[src/rtl/distance_mean_filter_if.sv]
// distance_mean_filter_if: sample strobe in, filtered distance and status out
interface distance_mean_filter_if #(parameter int DATA_W = 13);
  logic [DATA_W-1:0] data_in;
  logic              data_in_valid;
  logic [DATA_W-1:0] data_ave;
  logic              data_ave_valid;
  logic              fill_done;
  logic [7:0]        reject_cnt;
  modport master(output data_in, data_in_valid, input data_ave, data_ave_valid, fill_done, reject_cnt);
  modport slave(input data_in, data_in_valid, output data_ave, data_ave_valid, fill_done, reject_cnt);
endinterface

[src/rtl/distance_mean_filter.sv]
// distance_mean_filter: range-gated sliding-window mean of ultrasonic distance samples
module distance_mean_filter #(
  parameter int                DATA_W     = 13,
  parameter int                DEPTH_LOG2 = 3,
  parameter logic [DATA_W-1:0] MIN_DIST   = 20,
  parameter logic [DATA_W-1:0] MAX_DIST   = 4000
) (
  input logic sys_clk,
  input logic sys_rst,
  distance_mean_filter_if.slave bus
);
  localparam int N  = 1 << DEPTH_LOG2;
  localparam int SW = DATA_W + DEPTH_LOG2;
  typedef enum logic {FILL, RUN} state_t;
  state_t                state;
  logic [DATA_W-1:0]     buffer [N];
  logic [DEPTH_LOG2-1:0] wr_ptr, cnt;
  logic [SW-1:0]         sum;
  logic                  s1_valid, s1_pass;
  logic [DATA_W-1:0]     s1_data;
  logic                  accept, reject;
  always_comb begin
    accept = bus.data_in_valid && bus.data_in >= MIN_DIST && bus.data_in <= MAX_DIST;
    reject = bus.data_in_valid && !accept;
  end
  // Stage 1 updates window and sum; stage 2 picks pass-through sample or window mean.
  always_ff @(posedge sys_clk) begin
    if (sys_rst) begin
      state              <= FILL;
      wr_ptr             <= '0;
      cnt                <= '0;
      sum                <= '0;
      for (int i = 0; i < N; i++) buffer[i] <= '0;
      s1_valid           <= 1'b0;
      s1_pass            <= 1'b0;
      s1_data            <= '0;
      bus.data_ave       <= '1;
      bus.data_ave_valid <= 1'b0;
      bus.fill_done      <= 1'b0;
      bus.reject_cnt     <= '0;
    end else begin
      s1_valid           <= accept;
      bus.data_ave_valid <= s1_valid;
      if (s1_valid) bus.data_ave <= s1_pass ? s1_data : sum[SW-1:DEPTH_LOG2];
      if (reject && bus.reject_cnt != 8'hFF) bus.reject_cnt <= bus.reject_cnt + 8'd1;
      if (accept) begin
        buffer[wr_ptr] <= bus.data_in;
        sum            <= sum + SW'(bus.data_in) - SW'(buffer[wr_ptr]);
        wr_ptr         <= wr_ptr + 1'b1;
        s1_data        <= bus.data_in;
        s1_pass        <= state == FILL && cnt != '1;
        if (state == FILL) begin
          if (cnt == '1) begin
            state         <= RUN;
            bus.fill_done <= 1'b1;
          end else cnt <= cnt + 1'b1;
        end
      end
    end
  end
endmodule

[src/flat_wrapper.sv]
// flat-port wrapper written by rule: the top's interface ports become plain ports
module distance_mean_filter_flat 
#(
  parameter int                DATA_W     = 13,
  parameter int                DEPTH_LOG2 = 3,
  parameter logic [DATA_W-1:0] MIN_DIST   = 20,
  parameter logic [DATA_W-1:0] MAX_DIST   = 4000
)
  (sys_clk, sys_rst, bus_data_in, bus_data_in_valid, bus_data_ave, bus_data_ave_valid, bus_fill_done, bus_reject_cnt);
  distance_mean_filter_if #(.DATA_W(DATA_W)) bus_i ();
  input logic sys_clk;
  input logic sys_rst;
  input wire logic [$bits(bus_i.data_in)-1:0] bus_data_in;
  input wire logic [$bits(bus_i.data_in_valid)-1:0] bus_data_in_valid;
  output wire logic [$bits(bus_i.data_ave)-1:0] bus_data_ave;
  output wire logic [$bits(bus_i.data_ave_valid)-1:0] bus_data_ave_valid;
  output wire logic [$bits(bus_i.fill_done)-1:0] bus_fill_done;
  output wire logic [$bits(bus_i.reject_cnt)-1:0] bus_reject_cnt;
  assign bus_i.data_in = bus_data_in;
  assign bus_i.data_in_valid = bus_data_in_valid;
  assign bus_data_ave = bus_i.data_ave;
  assign bus_data_ave_valid = bus_i.data_ave_valid;
  assign bus_fill_done = bus_i.fill_done;
  assign bus_reject_cnt = bus_i.reject_cnt;
  distance_mean_filter #(.DATA_W(DATA_W), .DEPTH_LOG2(DEPTH_LOG2), .MIN_DIST(MIN_DIST), .MAX_DIST(MAX_DIST)) u_core (.sys_clk(sys_clk), .sys_rst(sys_rst), .bus(bus_i));
endmodule
[config.mk]
export PLATFORM = sky130hd
export DESIGN_NAME = distance_mean_filter_flat
export DESIGN_NICKNAME = d
export VERILOG_FILES = /design/src/rtl/distance_mean_filter_if.sv /design/src/rtl/distance_mean_filter.sv /design/src/flat_wrapper.sv
export SDC_FILE = /design/constraint.sdc
export NUM_CORES = 1
export LEC_CHECK = 0
export ABC_AREA = 1
export CORE_ASPECT_RATIO = 0.9
export CORE_UTILIZATION = 55
export CTS_BUF_LIST = sky130_fd_sc_hd__clkbuf_2 sky130_fd_sc_hd__clkbuf_4 sky130_fd_sc_hd__clkbuf_8
export CTS_CLUSTER_DIAMETER = 120
export CTS_CLUSTER_SIZE = 30
export DETAILED_ROUTE_END_ITERATION = 7
export PLACE_DENSITY = 0.74
export SLEW_MARGIN = 40
export SYNTH_ARGS = -nofsm -noshare
export SYNTH_HDL_FRONTEND = slang
export SYNTH_SLANG_ARGS = --single-unit
[constraint.sdc]
create_clock -name sys_clk -period 3.4 [get_ports sys_clk]
set_input_delay 0.68 -clock sys_clk [delete_from_list [all_inputs] [get_ports sys_clk]]
set_output_delay 0.68 -clock sys_clk [all_outputs]
set_load 0.05 [all_outputs]
==> summary.txt <==
Routing
  • DR vias: 6988
  • DR iter-0 viols: 704
  • Drt pass-1 iters: 6
  • Drt drc: 0
  • Via/cell ratio: 5.413
  • Final ANT Viol Nets: 0
  • Total wire length: 21150 um
  • DR WL/cell: 16.38 um

STA
  • Worst Hold Slack: 0.4485 ns
  • Slew headroom: 0.6129
  • Period utilization: 0.9169
  • TNS Setup: 0 ns
  • Setup Viol. Count Final: 0
  • Tmin final: 3.118 ns
  • Fmax: 0.3208 GHz
  • Final Hold Viols: 0
  • Fin. max-slew vios: 0
  • Layout Skew: 0.009526 ns
  • Slew at the pin closest to its max-slew limit: 0.5799 ns

Place
  • IO buf count: 38
  • DP HPWL: 14320 um
  • GP Congestion: 0.8736

Clocking
  • # H-tree levels: 4
  • Root Buffer: clkbuf_8
  • Clock Latency Late Sink: 0.47 ns
  • Inserted Clock Buffers: 17
  • Clk sinks: 168
  • # hold bufs at CTS: 0
  • Postcts setup bufs: 0
  • Clock Tree Buf Depth: 2
  • CTS clock-pin slew for the worst setup and hold paths: 0.08 ns
  • CTS tree: built
  • Post-CTS sizing: 0

Yosys
  • Post-synthesis compound-gate area fraction: 0.09874
  • Unique masters post-synth: 23
  • Post-Synth Adder-Cell Area: 0.06049
  • Simple-Gate Fraction of Synth Area: 0.2233
  • Sequential-to-total area share from yosys stat: 0.5219
  • Multiplexer area fraction after synthesis: 0
  • Synth Instances: 1016
  • Largest family of logic cells by synthesized area: simple AND/OR/NAND/NOR gates
  • Xor and xnor fraction of the mapped netlist area: 0.01453
  • Register bit total from synthesis: 168
  • Synth Area per Inst: 8.306 um^2
  • Yosys warnings: 0
  • Mapped Area: 8439 um^2

Floorplanning
  • Die Area: 15840 um^2
  • # IOs: 39
  • Core area: 14870 um^2
  • Starting Density: 0.5675
  • Die Wd: 132.6 um
  • Row cnt: 42
  • Die Y-Extent: 119.5 um

Global route
  • Total track usage: 0.2762
  • Grt met3 use: 0.05957
  • Largest net degree at the start of global routing: 53
  • Initial antenna violation count: 0
  • Vias in the first global route: 6306
  • GRT busiest layer: met2
  • Met1 global-route usage: 0.3935
  • GR Layer Usage met2: 0.4207
  • First-pass GRT wire length: 32970 um
  • Gr ovfl total: 0

Worst setup path
  • CP Launch Type: flop
  • Crit-path max FO: 26
  • Worst EP arrival: 3.49 ns
  • Critical path type: flop to flop
  • Worst setup EP type: flop
  • CP required: 3.77 ns

Final layout
  • Area grow syn2layout: 14.81%
  • Fin nets: 1130
  • Number of diodes: 0
  • Share of cells above drive strength 1: 0.07777

Power and ir drop
  • PD cells: 514.1 nW/um^2
  • P_leak: 4.274 nW
  • Worst-case vdd ir drop: 0.0003328 V

Run status
  • Status: complete, no violations

Hold path
  • Tightest Hold Check Type: flop to flop

Flow run
  • Max-cap violations: 0
==> flip-flops by register name, indices dropped and copies added, names as in the netlist, 3 cells and up, named ones only <==
name and flops:
u_core.buffer 104, u_core.bus.data_ave 13, u_core.bus.reject_cnt 8, u_core.cnt 3, u_core.s1_data 13, u_core.sum 16
u_core.wr_ptr 3
==> cells in the final DEF (no fill, tap or decap), drive strengths merged <==
cell type and count:
xor2 7, o32ai 26, nand2 181, a21oi 49, inv 119, clkinv 13
o21ai 72, dfxtp 64, clkbuf 19, conb 8, nor3 3, fa 13
nand4 3, clkdlybuf4s50 38, edfxtp 104, clkinvlp 4, nor2 254, xnor2 7
nand3 42, buf 45, ha 20, bufinv 2
==> power breakdown <==
part / internal, mW / leakage, nW / switching, mW
Clock: 0.664 / 0.187 / 0.768
Sequential: 2.26 / 1.60 / 0.0527
Combinational: 0.433 / 2.49 / 0.803
Total: 3.36 / 4.27 / 1.62
==> through the flow <==
stage,area [um^2],power (mW),util,instances,worst slack (ns)
final,9689,4.981,0.6515,1291,0.2825
after global routing,9689,5.251,0.6515,1291,-0.008275
after CTS,9644,4.961,0.6485,1290,0.2615
after detailed placement,9258,3.561,0.6225,1259,0.1491
after global placement,9258,3.538,0.6225,1259,0.1774
after floorplan,8466,3.225,-,1023,0.5710
==> worst max-delay path: stages, from the launching register on <==
cell and delay, ns:
dfxtp_2 0.40, clkinvlp_4 0.19, buf_12 0.21, nor2_1 0.14, o32ai_2 0.12, nand2_1 0.16, nand2_1 0.13, fa_1 0.49
inv_1 0.05, ha_1 0.35, nand2_1 0.08, nand2_1 0.08, nand2_1 0.07, nand2_1 0.06, a21oi_1 0.19, nand2_1 0.08
nand2_1 0.06, nand3_1 0.06, nand2_1 0.07, inv_1 0.03
==> synth_stat cells (all sizes together) <==
master | number | area, um^2
clkinv | 10 | 37.54
nand4 | 3 | 18.77
edfxtp | 104 | 3123
a21oi | 49 | 245.2
clkbuf | 30 | 112.6
conb | 1 | 3.750
ha | 20 | 250.2
xor2 | 7 | 61.31
inv | 115 | 431.7
nor2 | 254 | 960.9
xnor2 | 7 | 61.31
dfxtp | 64 | 1281
fa | 13 | 260.3
o21ai | 72 | 360.4
nand3 | 42 | 210.2
nand2 | 181 | 679.4
buf | 15 | 98.84
nor3 | 3 | 15.01
o32ai | 26 | 227.7
==> cells by family (layout without fill, tap and decap cells) <==
group	count (synthesis)	in the layout
buffers and inverters	170	240
adders and majority gates	33	33
DFF	168	168
xor gates and xnor gates	14	14
and+or+nand+nor	483	483
other	1	8
AOI/OAI and AO/OA	147	147
==> final timing paths <==
path                            slack, ns                             from                               to  cells after the start
worst max-delay path                 0.28                             flop      u_core.sum[15]$_SDFFE_PP0N_                     19
worst min-delay path                 0.45  u_core.s1_data[12]$_SDFFE_PP0N_  u_core.s1_data[12]$_SDFFE_PP0N_                      2
worst max register to register       0.28                             flop      u_core.sum[15]$_SDFFE_PP0N_                     19
worst min register to register       0.45  u_core.s1_data[12]$_SDFFE_PP0N_  u_core.s1_data[12]$_SDFFE_PP0N_                      2
==> layer usage <==
metal,routed length (um),vias to the layer above
li1,-,3406
met1,9592,3273
met2,9376,278
met3,1780,31
met4,399,0
met5,0,-
==> layout make-up <==
| class | instances | area, um^2 |
|---|---|---|
| well taps | 198 | 247.7 |
| repair buffers | 84 | 780.7 |
| multi-input cells | 685 | 3396 |
| fillers | 1220 | 5182 |
| clock buffers | 18 | 241.5 |
| clock inverters | 13 | 145.1 |
| inverters | 125 | 473.0 |
| flip-flops and latches | 168 | 4405 |
(Power assumes the default switching activity.)
